[src/rtl/star_split_if.sv]
// AXI-Stream style channel used on the chained input and on both outputs of the ring splitter.
// The master drives data/valid/last and the slave drives ready.
interface star_split_if #(
    parameter int DATA_WIDTH = 64
);
    logic [DATA_WIDTH-1:0] TDATA;
    logic                  TVALID;
    logic                  TREADY;
    logic                  TLAST;

    modport master (output TDATA, output TVALID, output TLAST, input TREADY);
    modport slave  (input TDATA, input TVALID, input TLAST, output TREADY);
endinterface

[src/rtl/star_split.sv]
// Ring-node packet splitter: steers each chained packet to the local sink, onward, or both (broadcast).
// Both outputs are fed from independent 2-entry buffers, so output ready never reaches in.TREADY combinationally.
module star_split #(
    parameter int DATA_WIDTH = 64,
    parameter int DEST_WIDTH = 8,
    parameter int DEST_LSB   = 56,
    parameter int NODE_ID    = 0,
    parameter int BCAST_EN   = 0
) (
    input  logic          clk,
    input  logic          rst,
    star_split_if.slave   in,
    star_split_if.master  loc,
    star_split_if.master  nxt,
    output logic [15:0]   loc_pkts
);

    localparam logic [DEST_WIDTH-1:0] NODE_ADDR = DEST_WIDTH'(NODE_ID);

    typedef enum logic [1:0] {
        ST_HDR = 2'd0,
        ST_LOC = 2'd1,
        ST_FWD = 2'd2,
        ST_BC  = 2'd3
    } state_e;

    state_e                state_q, state_d, route_s;
    logic [DEST_WIDTH-1:0] hdr_s;
    logic                  in_ready_s;
    logic                  acc_s;
    logic [1:0]            wr_s, rd_s, valid_s, space_s, ready_s;
    logic [1:0]            cnt_q    [2];
    logic                  wr_ptr_q [2];
    logic                  rd_ptr_q [2];
    logic [DATA_WIDTH:0]   ent_q    [2][2];
    logic [15:0]           pkts_q;

    // Local address wins over broadcast when the node itself is all-ones.
    function automatic state_e decode_f(input logic [DEST_WIDTH-1:0] hdr);
        state_e r;
        if (hdr == NODE_ADDR) begin
            r = ST_LOC;
        end else if ((BCAST_EN != 0) && (hdr == {DEST_WIDTH{1'b1}})) begin
            r = ST_BC;
        end else begin
            r = ST_FWD;
        end
        return r;
    endfunction

    assign hdr_s   = in.TDATA[DEST_LSB +: DEST_WIDTH];
    assign ready_s = {nxt.TREADY, loc.TREADY};

    // Route for the present flit: decoded live on a header, frozen otherwise.
    always_comb begin
        route_s = state_q;
        if (state_q == ST_HDR) begin
            route_s = decode_f(hdr_s);
        end else begin
            route_s = state_q;
        end
    end

    // Input ready from buffer occupancy only; broadcast needs room on both sides.
    always_comb begin
        in_ready_s = 1'b0;
        case (route_s)
            ST_LOC:  in_ready_s = space_s[0];
            ST_FWD:  in_ready_s = space_s[1];
            ST_BC:   in_ready_s = space_s[0] & space_s[1];
            default: in_ready_s = 1'b0;
        endcase
    end

    assign in.TREADY = rst & in_ready_s;
    assign acc_s     = in.TVALID & in.TREADY;

    // Buffer write enables for the accepted flit.
    always_comb begin
        wr_s = 2'b00;
        if (acc_s) begin
            case (route_s)
                ST_LOC:  wr_s = 2'b01;
                ST_FWD:  wr_s = 2'b10;
                ST_BC:   wr_s = 2'b11;
                default: wr_s = 2'b00;
            endcase
        end else begin
            wr_s = 2'b00;
        end
    end

    // Next packet state: adopt the route on a header, return to HDR on any accepted last flit.
    always_comb begin
        state_d = state_q;
        if (acc_s) begin
            if (in.TLAST) begin
                state_d = ST_HDR;
            end else begin
                state_d = route_s;
            end
        end else begin
            state_d = state_q;
        end
    end

    // Packet state register.
    always_ff @(posedge clk or negedge rst) begin
        if (!rst) begin
            state_q <= ST_HDR;
        end else begin
            state_q <= state_d;
        end
    end

    // Index 0 feeds loc, index 1 feeds nxt.
    for (genvar g = 0; g < 2; g++) begin : g_buf
        assign valid_s[g] = (cnt_q[g] != 2'd0);
        assign space_s[g] = (cnt_q[g] != 2'd2);
        assign rd_s[g]    = valid_s[g] & ready_s[g];

        // Two-entry circular buffer: occupancy, pointers and storage.
        always_ff @(posedge clk or negedge rst) begin
            if (!rst) begin
                cnt_q[g]    <= 2'd0;
                wr_ptr_q[g] <= 1'b0;
                rd_ptr_q[g] <= 1'b0;
                ent_q[g][0] <= '0;
                ent_q[g][1] <= '0;
            end else begin
                case ({wr_s[g], rd_s[g]})
                    2'b10:   cnt_q[g] <= cnt_q[g] + 2'd1;
                    2'b01:   cnt_q[g] <= cnt_q[g] - 2'd1;
                    default: cnt_q[g] <= cnt_q[g];
                endcase
                if (wr_s[g]) begin
                    ent_q[g][wr_ptr_q[g]] <= {in.TLAST, in.TDATA};
                    wr_ptr_q[g]           <= ~wr_ptr_q[g];
                end
                if (rd_s[g]) begin
                    rd_ptr_q[g] <= ~rd_ptr_q[g];
                end
            end
        end
    end

    assign loc.TVALID              = valid_s[0];
    assign {loc.TLAST, loc.TDATA}  = ent_q[0][rd_ptr_q[0]];
    assign nxt.TVALID              = valid_s[1];
    assign {nxt.TLAST, nxt.TDATA}  = ent_q[1][rd_ptr_q[1]];

    // Count packets completed on the local output.
    always_ff @(posedge clk or negedge rst) begin
        if (!rst) begin
            pkts_q <= 16'd0;
        end else if (rd_s[0] && loc.TLAST) begin
            pkts_q <= pkts_q + 16'd1;
        end else begin
            pkts_q <= pkts_q;
        end
    end

    assign loc_pkts = pkts_q;

endmodule

[src/flat_wrapper.sv]
// flat-port wrapper written by rule: the top's interface ports become plain ports
module star_split_flat 
#(
    parameter int DATA_WIDTH = 64,
    parameter int DEST_WIDTH = 8,
    parameter int DEST_LSB   = 56,
    parameter int NODE_ID    = 0,
    parameter int BCAST_EN   = 0
)
  (clk, rst, loc_pkts, in_TDATA, in_TVALID, in_TLAST, in_TREADY, loc_TDATA, loc_TVALID, loc_TLAST, loc_TREADY, nxt_TDATA, nxt_TVALID, nxt_TLAST, nxt_TREADY);
  star_split_if #(.DATA_WIDTH(DATA_WIDTH)) in_i ();
  star_split_if #(.DATA_WIDTH(DATA_WIDTH)) loc_i ();
  star_split_if #(.DATA_WIDTH(DATA_WIDTH)) nxt_i ();
  input  logic clk;
  input  logic rst;
  output logic [15:0] loc_pkts;
  input wire logic [$bits(in_i.TDATA)-1:0] in_TDATA;
  input wire logic [$bits(in_i.TVALID)-1:0] in_TVALID;
  input wire logic [$bits(in_i.TLAST)-1:0] in_TLAST;
  output wire logic [$bits(in_i.TREADY)-1:0] in_TREADY;
  output wire logic [$bits(loc_i.TDATA)-1:0] loc_TDATA;
  output wire logic [$bits(loc_i.TVALID)-1:0] loc_TVALID;
  output wire logic [$bits(loc_i.TLAST)-1:0] loc_TLAST;
  input wire logic [$bits(loc_i.TREADY)-1:0] loc_TREADY;
  output wire logic [$bits(nxt_i.TDATA)-1:0] nxt_TDATA;
  output wire logic [$bits(nxt_i.TVALID)-1:0] nxt_TVALID;
  output wire logic [$bits(nxt_i.TLAST)-1:0] nxt_TLAST;
  input wire logic [$bits(nxt_i.TREADY)-1:0] nxt_TREADY;
  assign in_i.TDATA = in_TDATA;
  assign in_i.TVALID = in_TVALID;
  assign in_i.TLAST = in_TLAST;
  assign in_TREADY = in_i.TREADY;
  assign loc_TDATA = loc_i.TDATA;
  assign loc_TVALID = loc_i.TVALID;
  assign loc_TLAST = loc_i.TLAST;
  assign loc_i.TREADY = loc_TREADY;
  assign nxt_TDATA = nxt_i.TDATA;
  assign nxt_TVALID = nxt_i.TVALID;
  assign nxt_TLAST = nxt_i.TLAST;
  assign nxt_i.TREADY = nxt_TREADY;
  star_split #(.DATA_WIDTH(DATA_WIDTH), .DEST_WIDTH(DEST_WIDTH), .DEST_LSB(DEST_LSB), .NODE_ID(NODE_ID), .BCAST_EN(BCAST_EN)) u_core (.clk(clk), .rst(rst), .in(in_i), .loc(loc_i), .nxt(nxt_i), .loc_pkts(loc_pkts));
endmodule
[config.mk]
export PLATFORM = sky130hd
export DESIGN_NAME = star_split_flat
export DESIGN_NICKNAME = d
export VERILOG_FILES = /design/src/rtl/star_split_if.sv /design/src/rtl/star_split.sv /design/src/flat_wrapper.sv
export SDC_FILE = /design/constraint.sdc
export NUM_CORES = 1
export LEC_CHECK = 0
export ABC_AREA = 1
export CORE_UTILIZATION = 50
export DETAILED_ROUTE_END_ITERATION = 8
export GPL_TIMING_DRIVEN = 1
export PLACE_DENSITY_LB_ADDON = 0.2
export RECOVER_POWER = 25
export REMOVE_ABC_BUFFERS = 1
export SKIP_CTS_REPAIR_TIMING = 1
export SLEW_MARGIN = 10
export SYNTH_ARGS = -nofsm -noshare
export SYNTH_HDL_FRONTEND = slang
export SYNTH_SLANG_ARGS = --single-unit
[constraint.sdc]
create_clock -name clk -period 2 [get_ports clk]
set_input_delay 0.4 -clock clk [delete_from_list [all_inputs] [get_ports clk]]
set_output_delay 0.4 -clock clk [all_outputs]
set_load 0.005 [all_outputs]
==> flow_metrics.env, run 1 <==
export IMPL_p_leak_uw=0.01022
export IMPL_final_cells=2502
export IMPL_synth_top_area_share_pct=48.22
export IMPL_stdcell_area_um2=20590
export IMPL_io_buffers=218
export IMPL_drtPass1Iterations=8
export IMPL_placed_cells=2380
export IMPL_layout_commonest_cell="nand2_1"
export IMPL_power_uw=34710
export IMPL_cpMostUsedCell="clkbuf_16"
export IMPL_setup_ws_ns=-0.2556
export IMPL_area_delta_synth_final_pct=38.73
export IMPL_grt_pass1_wl_um=62800
export IMPL_tns_ns=-32.88
export IMPL_cts_tree="yes"
export IMPL_clock_path_buffers=3
export IMPL_setup_violations=307
export IMPL_holdPathStages=3
export IMPL_dieArea_um2=30380
export IMPL_cp_required_ns=1.60
export IMPL_min_period_ns=2.256
export IMPL_synth_cell_type_count=26
export IMPL_drt_wl_total_um=47090
export IMPL_violations="setup timing"
export IMPL_outcome="complete, but fails checks"
export IMPL_drc_errors=0
export IMPL_synth_seq_cells=286
export IMPL_yosys_top_cells_area="dfrtp_1, o21bai_1, nand2_1"
export IMPL_max_freq_ghz=0.4434
export IMPL_antenna_found_initial=2
export IMPL_crit_type="reg -> out"
export IMPL_final_cell_mix="nand2_1, dfrtp_1, inv_1"
export IMPL_yosysWarnings=0
export IMPL_coreArea_um2=28940
export IMPL_initial_core_util_pct=51.30
export IMPL_netlist_instances=1841
export IMPL_power_density_nw_per_um2=1686
export IMPL_crit_path_start_kind="flip-flop"
export IMPL_hpwlAfterDp_um=23670
export IMPL_period_share_pct=112.8
export IMPL_whs_endpoint="u_core.ent_q[256]"
export IMPL_cts_clk_slew_worst_paths_ns=0.06
export IMPL_slew_headroom_pct=53.32
export IMPL_cp_cell_sequence="clkbuf_16, buf_8, clkbuf_16, o21ai_4, clkbuf_2"
export IMPL_slowest_delay_ns=0.53
export IMPL_hold_start="in_TDATA[61]"
export IMPL_r2r_start="u_core.state_q[0]"
export IMPL_r2r_end="u_core.ent_q[17]"
export IMPL_tightest_slew_ns=0.7002
export IMPL_post_drt_wl_per_cell_um=18.82
export IMPL_cts_sinks=286
export IMPL_die_w_um=174.3
export IMPL_root_buffer="clkbuf_16"
export IMPL_gp_congestion=0.7722
export IMPL_std_cell_rows=62
export IMPL_finClkSkew_ns=0.01130
export IMPL_synth_top_area_cell="dfrtp_1"
export IMPL_holdCritPathClass="in -> reg"
export IMPL_finalMaxSlewViolations=0
export IMPL_nets=2165
export IMPL_synth_seq_area_share_pct=48.22
export IMPL_arrival_ns=1.86
export IMPL_htreeDepth=1
export IMPL_grt_use_total_pct=24.96
export IMPL_dpl_instance_area_um2=17820
export IMPL_ios=219
export IMPL_critical_path_peak_fanout=6
export IMPL_drtIter0Drc=1193
export IMPL_layout_drive_gt1_share_pct=22.91
export IMPL_cap_violations=0
export IMPL_final_antenna_net_count=0
export IMPL_via_per_inst=5.532
export IMPL_slowest_stage="dfrtp_4"
export IMPL_peakVddDrop_v=0.001046
export IMPL_vias=13840
export IMPL_reg2reg_slack_ns=-0.17
export IMPL_die_height_um=174.3
export IMPL_end_kind="primary output"
export IMPL_hold_viol=0
export IMPL_clk_latency_ns=0.56
export IMPL_grt_pass1_vias=12230
export IMPL_tritoncts_num_buffers=31
export IMPL_grt_overflow=0
export IMPL_rsz0062_at_grt="yes"
export IMPL_syn_area_per_cell_um2=8.062
export IMPL_grt_max_degree=131
export IMPL_preCtsSetupSlack_ns=-0.5980
export IMPL_fill_cells=2109
export IMPL_worstRegToRegCells=13
export IMPL_netlist_area_um2=14840
[stage by stage]
step                hold slack [ns]  utilization, %
detailed placement           0.2305           61.58
floorplan                    0.1044               -
global route                 0.2163           71.16
CTS                         -0.3567           64.98
global placement             0.2273           61.58
finish                       0.2126           71.16
[report_power, final]
part	internal [uW]	total [uW]	leakage, uW	switching, uW
sequential	8570	9960	0.00335	1400
combinational	8750	19200	0.00638	10400
clock	3190	5540	0.000488	2360
[critical path: cells and delay by family (launching register included)]
family | cells | cell delay, ns
AO/OA/AOI/OAI | 1 | 0.13
buffers and inverters | 4 | 0.62
flip-flops | 1 | 0.53
[cells in the mapped netlist]
| cell | instances |
|---|---|
| a21oi_1 | 2 |
| and2_1 | 1 |
| buf_1 | 9 |
| buf_2 | 22 |
| buf_4 | 11 |
| buf_6 | 11 |
| clkbuf_1 | 89 |
| clkinv_1 | 2 |
| dfrtp_1 | 286 |
| ha_1 | 3 |
| inv_1 | 275 |
| nand2_1 | 417 |
| nand3_1 | 268 |
| nand3_2 | 1 |
| nand3_4 | 1 |
| nand4_1 | 4 |
| nand4_2 | 2 |
| nor2_1 | 15 |
| nor2_4 | 2 |
| nor4_1 | 1 |
| o21a_1 | 1 |
| o21ai_0 | 135 |
| o21bai_1 | 260 |
| o21bai_2 | 1 |
| xnor2_1 | 12 |
| xor2_1 | 10 |
[flip-flops by register name, indices dropped and copies added, names as in the netlist]
signal and cells:
u_core.ent_q 260, u_core.state_q 2, u_core.loc_pkts 16, u_core.wr_ptr_q 2, u_core.cnt_q 4, u_core.rd_ptr_q 2
[per-layer routing]
metal / track usage (%) / vias to the layer above / wire length, um
met3: 4.834 / 78 / 3964
li1: - / 6395 / -
met5: 0 / - / 12
met4: 5.665 / 2 / 1164
met2: 40.65 / 556 / 22190
met1: 34.43 / 6811 / 19760
[logic make-up (layout without fill, tap and decap cells)]
logic type	Yosys count	in the layout	synth area share, %
and+or+nand+nor	712	712	20.72
buffers and inverters	419	695	11.62
AOI/OAI and AO/OA	399	399	17.90
DFF	286	286	48.22
xor gates and xnor gates	22	22	1.298
adders and majority gates	3	3	0.2529
other	0	1	0
[layout make-up]
type,instances,area (um^2),share of cell area (%)
Sequential cell,286,7172,34.83
Clock buffer,51,940.9,4.569
Tap cell,384,480.5,2.333
Clock inverter,7,42.54,0.2066
Multi-Input combinational cell,1136,6938,33.69
Antenna cell,1,2.502,0.01215
Inverter,277,1045,5.074
Timing Repair Buffer,360,3970,19.28
[worst max-delay path by stage]
stage / slack (ns) / startpoint / cells after the start / end
floorplan: -3.93 / u_core.wr_ptr_q[1] / 2 / u_core.wr_ptr_q[1]
global placement: -0.58 / in_TDATA[57] / 8 / in_TREADY
detailed placement: -0.60 / in_TDATA[57] / 12 / u_core.cnt_q[3]
CTS: -0.65 / u_core.rd_ptr_q[0] / 3 / nxt_TDATA[47]
global route: -0.28 / u_core.rd_ptr_q[0] / 5 / nxt_TDATA[38]
finish: -0.26 / u_core.rd_ptr_q[0] / 5 / nxt_TDATA[38]
No activity file was read; power rests on OpenSTA's default activity.
==> inputs of run 2 (changes only) <==
--- a/config.mk
+++ b/config.mk
@@ -6,6 +6,7 @@
 export NUM_CORES = 1
 export LEC_CHECK = 0
 export ABC_AREA = 1
+export CORE_MARGIN = 2
 export CORE_UTILIZATION = 50
 export DETAILED_ROUTE_END_ITERATION = 8
 export GPL_TIMING_DRIVEN = 1
==> flow_metrics.env, run 2 (synthesis gave the netlist of run 1 again) <==
export IMPL_regMostFlops="u_core.ent_q"
export IMPL_root_buffer="clkbuf_16"
export IMPL_layout_commonest_cell="nand2_1"
export IMPL_via_per_inst=5.290
export IMPL_num_antenna_cells=0
export IMPL_end_kind="primary output"
export IMPL_power_uw=32840
export IMPL_min_period_ns=2.468
export IMPL_regArea_um2=7172
export IMPL_dpl_instance_area_um2=17840
export IMPL_dieArea_um2=31080
export IMPL_drc_errors=0
export IMPL_grt_pass1_vias=12510
export IMPL_max_freq_ghz=0.4052
export IMPL_drtIter0Drc=1067
export IMPL_peakVddDrop_v=0.001023
export IMPL_rsz0062_at_grt="yes"
export IMPL_drt_wl_total_um=39760
export IMPL_grt_overflow=0
export IMPL_coreArea_um2=29400
export IMPL_swShare_pct=38.01
export IMPL_io_buffers=218
export IMPL_r2r_start="u_core.state_q[0]"
export IMPL_crit_path_start_kind="flip-flop"
export IMPL_initial_core_util_pct=50.48
export IMPL_final_antenna_net_count=0
export IMPL_multiInputGateArea_um2=6327
export IMPL_layout_drive_gt1_share_pct=15.27
export IMPL_die_height_um=176.3
export IMPL_vias=13080
export IMPL_std_cell_rows=63
export IMPL_setup_ws_ns=-0.4681
export IMPL_ios=219
export IMPL_grt_use_total_pct=25.01
export IMPL_clock_path_buffers=3
export IMPL_pwr_share_clk_pct=19.7
export IMPL_grt_pass1_wl_um=63830
export IMPL_internal_power_uw=20360
export IMPL_stdcell_area_um2=19470
export IMPL_largest_reg_flops=260
export IMPL_die_w_um=176.3
export IMPL_finClkSkew_ns=0.008767
export IMPL_clk_latency_ns=0.50
export IMPL_grt_max_degree=155
export IMPL_final_cell_mix="nand2_1, dfrtp_1, inv_1"
export IMPL_crit_type="reg -> out"
export IMPL_p_leak_uw=0.009823
export IMPL_hpwlAfterDp_um=23110
export IMPL_seqPwrFrac_pct=29.9
export IMPL_cts_clk_slew_worst_paths_ns=0.06
export IMPL_crit_start="u_core.rd_ptr_q[1]"
export IMPL_power_switching_uw=12480
export IMPL_setup_violations=191
export IMPL_slew_headroom_pct=-10.63
export IMPL_violations="capacitance limit, slew limit, setup timing"
export IMPL_cts_tree="yes"
export IMPL_critical_path_peak_fanout=32
export IMPL_cap_violations=1
export IMPL_nets=2131
export IMPL_post_drt_wl_per_cell_um=16.08
export IMPL_cp_required_ns=1.60
export IMPL_drtPass1Iterations=5
export IMPL_power_density_nw_per_um2=1687
export IMPL_tightest_slew_ns=1.659
export IMPL_arrival_ns=2.07
export IMPL_period_share_pct=123.4
export IMPL_cts_sinks=286
export IMPL_fill_cells=2413
export IMPL_holdCritPathClass="in -> async"
export IMPL_htreeDepth=2
export IMPL_hold_viol=0
export IMPL_area_delta_synth_final_pct=31.19
export IMPL_outcome="complete, but fails checks"
export IMPL_antenna_found_initial=0
export IMPL_gp_congestion=0.8212
export IMPL_combPwrFrac_pct=50.4
export IMPL_finalMaxSlewViolations=125
export IMPL_tritoncts_num_buffers=34
[run 2: changes by cell type in the layout (fill, tap and decap cells not counted), moves of 14 or more]
| cell | change |
|---|---|
| dlymetal6s2s_1 | +14 |
| nand3_1 | +20 |
| buf_2 | -42 |
| o21ai_0 | +24 |
| nand2_1 | +22 |
| buf_4 | +19 |
| clkbuf_16 | -18 |
| clkdlybuf4s50_1 | +31 |
| o21ai_4 | -17 |
| nand3_2 | -19 |
| buf_6 | -20 |
| o21ai_1 | +22 |
| o21ai_2 | -29 |
| nand2_4 | -15 |
[run 2: metal layers]
| metal | up-vias | GRT usage [%] | part of all wire [%] | routed length, um |
|---|---|---|---|---|
| li1 | 6294 | - | - | - |
| met1 | 6366 | 34.79 | 44 | 17310 |
| met2 | 351 | 40.20 | 48 | 19260 |
| met3 | 66 | 4.565 | 5.8 | 2295 |
| met4 | 0 | 7.266 | 2.2 | 886 |
| met5 | - | 0 | 0 | 0 |
[run 2: layout make-up]
class,instances,share of cell area (%)
Tap cell,390,2.506
Sequential cell,286,36.83
Clock buffer,53,5.732
Clock inverter,7,0.4562
Timing Repair Buffer,323,16.62
Inverter,277,5.365
Multi-Input combinational cell,1136,32.49
[run 2: critical path, cell delays in order, from the launching register on]
cell	delay [ns]
dfrtp_4	0.49
buf_12	0.16
buf_12	0.18
o21ai_2	0.20
clkdlybuf4s50_1	0.53
[run 2: power groups by stage]
stage                     logic [uW]  registers (uW)  clock network, uW
after global routing           18300           10100               6860
after CTS                      15900            9780               6600
final                          16600            9810               6480
after global placement         15500            9750                  0
after floorplan                 6830           10400                  0
after detailed placement       15800            9860                  0
[run 2: metrics by stage]
stage          TNS [ns]  hold slack (ns)  setup slack [ns]  utilization, %  cells
5_1_grt          -58.16           0.3234           -0.5189           66.23   2472
2_1_floorplan  -1132.02           0.1044            -3.925               -   1699
3_5_place_dp    -133.12           0.2490           -0.5885           60.68   2388
6_report         -21.86           0.2305           -0.4681           66.23   2472
3_3_place_gp    -123.12           0.2481           -0.5350           60.68   2388
4_1_cts          -60.51          -0.2788           -0.5997           64.78   2448
[run 2: final timing paths]
path | slack (ns) | cells after the start | end
min in group clk | 0.33 | 4 | u_core.ent_q[251]
min reg2reg | 0.50 | 1 | u_core.loc_pkts[14]
max in group asynchronous | 0.30 | 2 | u_core.ent_q[158]
max reg2reg | -0.09 | 13 | u_core.cnt_q[1]
max | -0.47 | 4 | loc_TDATA[30]
min | 0.23 | 2 | u_core.state_q[1]
==> inputs of run 3 (changes only) <==
--- a/config.mk
+++ b/config.mk
@@ -6,8 +6,10 @@
 export NUM_CORES = 1
 export LEC_CHECK = 0
 export ABC_AREA = 1
+export CELL_PAD_IN_SITES_DETAIL_PLACEMENT = 0
+export CELL_PAD_IN_SITES_GLOBAL_PLACEMENT = 1
 export CORE_MARGIN = 2
-export CORE_UTILIZATION = 50
+export CORE_UTILIZATION = 37
 export DETAILED_ROUTE_END_ITERATION = 8
 export GPL_TIMING_DRIVEN = 1
 export PLACE_DENSITY_LB_ADDON = 0.2
==> flow_metrics.env, run 3 (synthesis gave the netlist of run 1 again) <==
export IMPL_setup_ws_ns=-0.5033
export IMPL_num_antenna_cells=0
export IMPL_htreeDepth=2
export IMPL_outcome="complete, but fails checks"
export IMPL_peakVddDrop_v=0.0008091
export IMPL_regMostFlops="u_core.ent_q"
export IMPL_arrival_ns=2.10
export IMPL_grt_max_degree=131
export IMPL_grt_use_total_pct=20.14
export IMPL_drtIter0Drc=750
export IMPL_tightest_slew_ns=0.7965
export IMPL_cts_sinks=286
export IMPL_power_switching_uw=12950
export IMPL_critical_path_peak_fanout=57
export IMPL_root_buffer="clkbuf_16"
export IMPL_p_leak_uw=0.009809
export IMPL_power_density_nw_per_um2=1702
export IMPL_min_period_ns=2.503
export IMPL_final_antenna_net_count=0
export IMPL_drc_errors=0
export IMPL_finalMaxSlewViolations=0
export IMPL_internal_power_uw=20770
export IMPL_io_buffers=218
export IMPL_clock_path_buffers=3
export IMPL_seqPwrFrac_pct=29.0
export IMPL_cp_cell_sequence="buf_12, o21ai_0, buf_4, clkdlybuf4s50_1"
export IMPL_whs_ns=0.3217
export IMPL_pwr_share_clk_pct=19.4
export IMPL_drtPass1Iterations=5
export IMPL_period_share_pct=125.2
export IMPL_cap_violations=0
export IMPL_crit_path_start_kind="flip-flop"
export IMPL_cp_required_ns=1.60
export IMPL_clk_latency_ns=0.50
export IMPL_grt_pass1_wl_um=67900
export IMPL_antenna_found_initial=1
export IMPL_finClkSkew_ns=0.009511
export IMPL_post_route_util_pct=49.97
export IMPL_preCtsSetupSlack_ns=-0.6219
export IMPL_slew_headroom_pct=46.90
export IMPL_slowest_delay_ns=0.52
export IMPL_area_delta_synth_final_pct=33.44
export IMPL_setup_violations=578
export IMPL_nets=2149
export IMPL_combPwrFrac_pct=51.6
export IMPL_hold_viol=0
export IMPL_coreArea_um2=39640
export IMPL_initial_core_util_pct=37.44
export IMPL_swShare_pct=38.41
export IMPL_ios=219
export IMPL_holdCritPathClass="in -> reg"
export IMPL_grt_overflow=0
export IMPL_tritoncts_num_buffers=35
export IMPL_cts_clk_slew_worst_paths_ns=0.06
export IMPL_via_per_inst=4.863
export IMPL_die_w_um=204.3
export IMPL_std_cell_rows=73
export IMPL_end_kind="primary output"
export IMPL_hpwlAfterDp_um=25500
export IMPL_crit_type="reg -> out"
export IMPL_layout_drive_gt1_share_pct=16.84
export IMPL_drt_wl_total_um=43820
export IMPL_vias=12770
export IMPL_grt_pass1_vias=12320
export IMPL_post_drt_wl_per_cell_um=16.68
export IMPL_violations="setup timing"
export IMPL_cts_tree="yes"
export IMPL_gp_congestion=0.7240
export IMPL_max_freq_ghz=0.3995
export IMPL_dieArea_um2=41730
export IMPL_final_cell_mix="nand2_1, dfrtp_1, inv_1"
export IMPL_slowest_stage="dfrtp_4"
export IMPL_die_height_um=204.3
export IMPL_rsz0062_at_grt="yes"
export IMPL_largest_reg_flops=260
export IMPL_reg2reg_slack_ns=-0.05
export IMPL_layout_commonest_cell="nand2_1"
run 3: cell type report:
class	count	area (um^2)
fillers	3793	19830
well taps	525	656.9
inverters	277	1045
flip-flops and latches	286	7172
repair buffers	340	3376
multi-input cells	1136	6366
clock inverters	6	80.08
clock buffers	57	1111
run 3: power by group through the flow:
stage | Combinational (uW) | Clock [uW] | Sequential [uW]
5_1_grt | 19300 | 6930 | 10100
4_1_cts | 16600 | 6710 | 9750
2_1_floorplan | 6830 | 0 | 10400
3_3_place_gp | 16300 | 0 | 9750
6_report | 17400 | 6530 | 9790
3_5_place_dp | 16400 | 0 | 9830
run 3: final timing paths:
kind | from | to | cells after the start
min in group asynchronous | rst | u_core.state_q[1] | 2
hold / removal | in_TDATA[59] | u_core.ent_q[124] | 4
hold reg to reg | u_core.loc_pkts[14] | u_core.loc_pkts[14] | 1
setup reg to reg | u_core.rd_ptr_q[1] | u_core.loc_pkts[13] | 12
setup / recovery | u_core.rd_ptr_q[1] | loc_TDATA[8] | 4
max in group asynchronous | rst | u_core.ent_q[0] | 4
run 3: metal layers:
layer | routed length, um | GRT usage [%]
met1 | 20590 | 28.12
met2 | 20320 | 32.29
met3 | 2204 | 4.337
met4 | 703 | 3.986
met5 | 13 | 0
run 3: critical path, delay by kind of cell (launching register included):
kind,cells,cell delay (ns)
AO/OA/AOI/OAI,1,0.20
buffers and inverters,3,0.83
flip-flops,1,0.52
run 3: metrics by stage:
stage	power [uW]	setup TNS, ns	instances	instance area, um^2
global route	36360	-157.56	2627	19810
global placement	26050	-147.09	2543	18160
detailed placement	26280	-150.37	2543	18160
finish	33710	-54.92	2627	19810
CTS	33030	-73.78	2606	19350
floorplan	17200	-1132.02	1699	14160
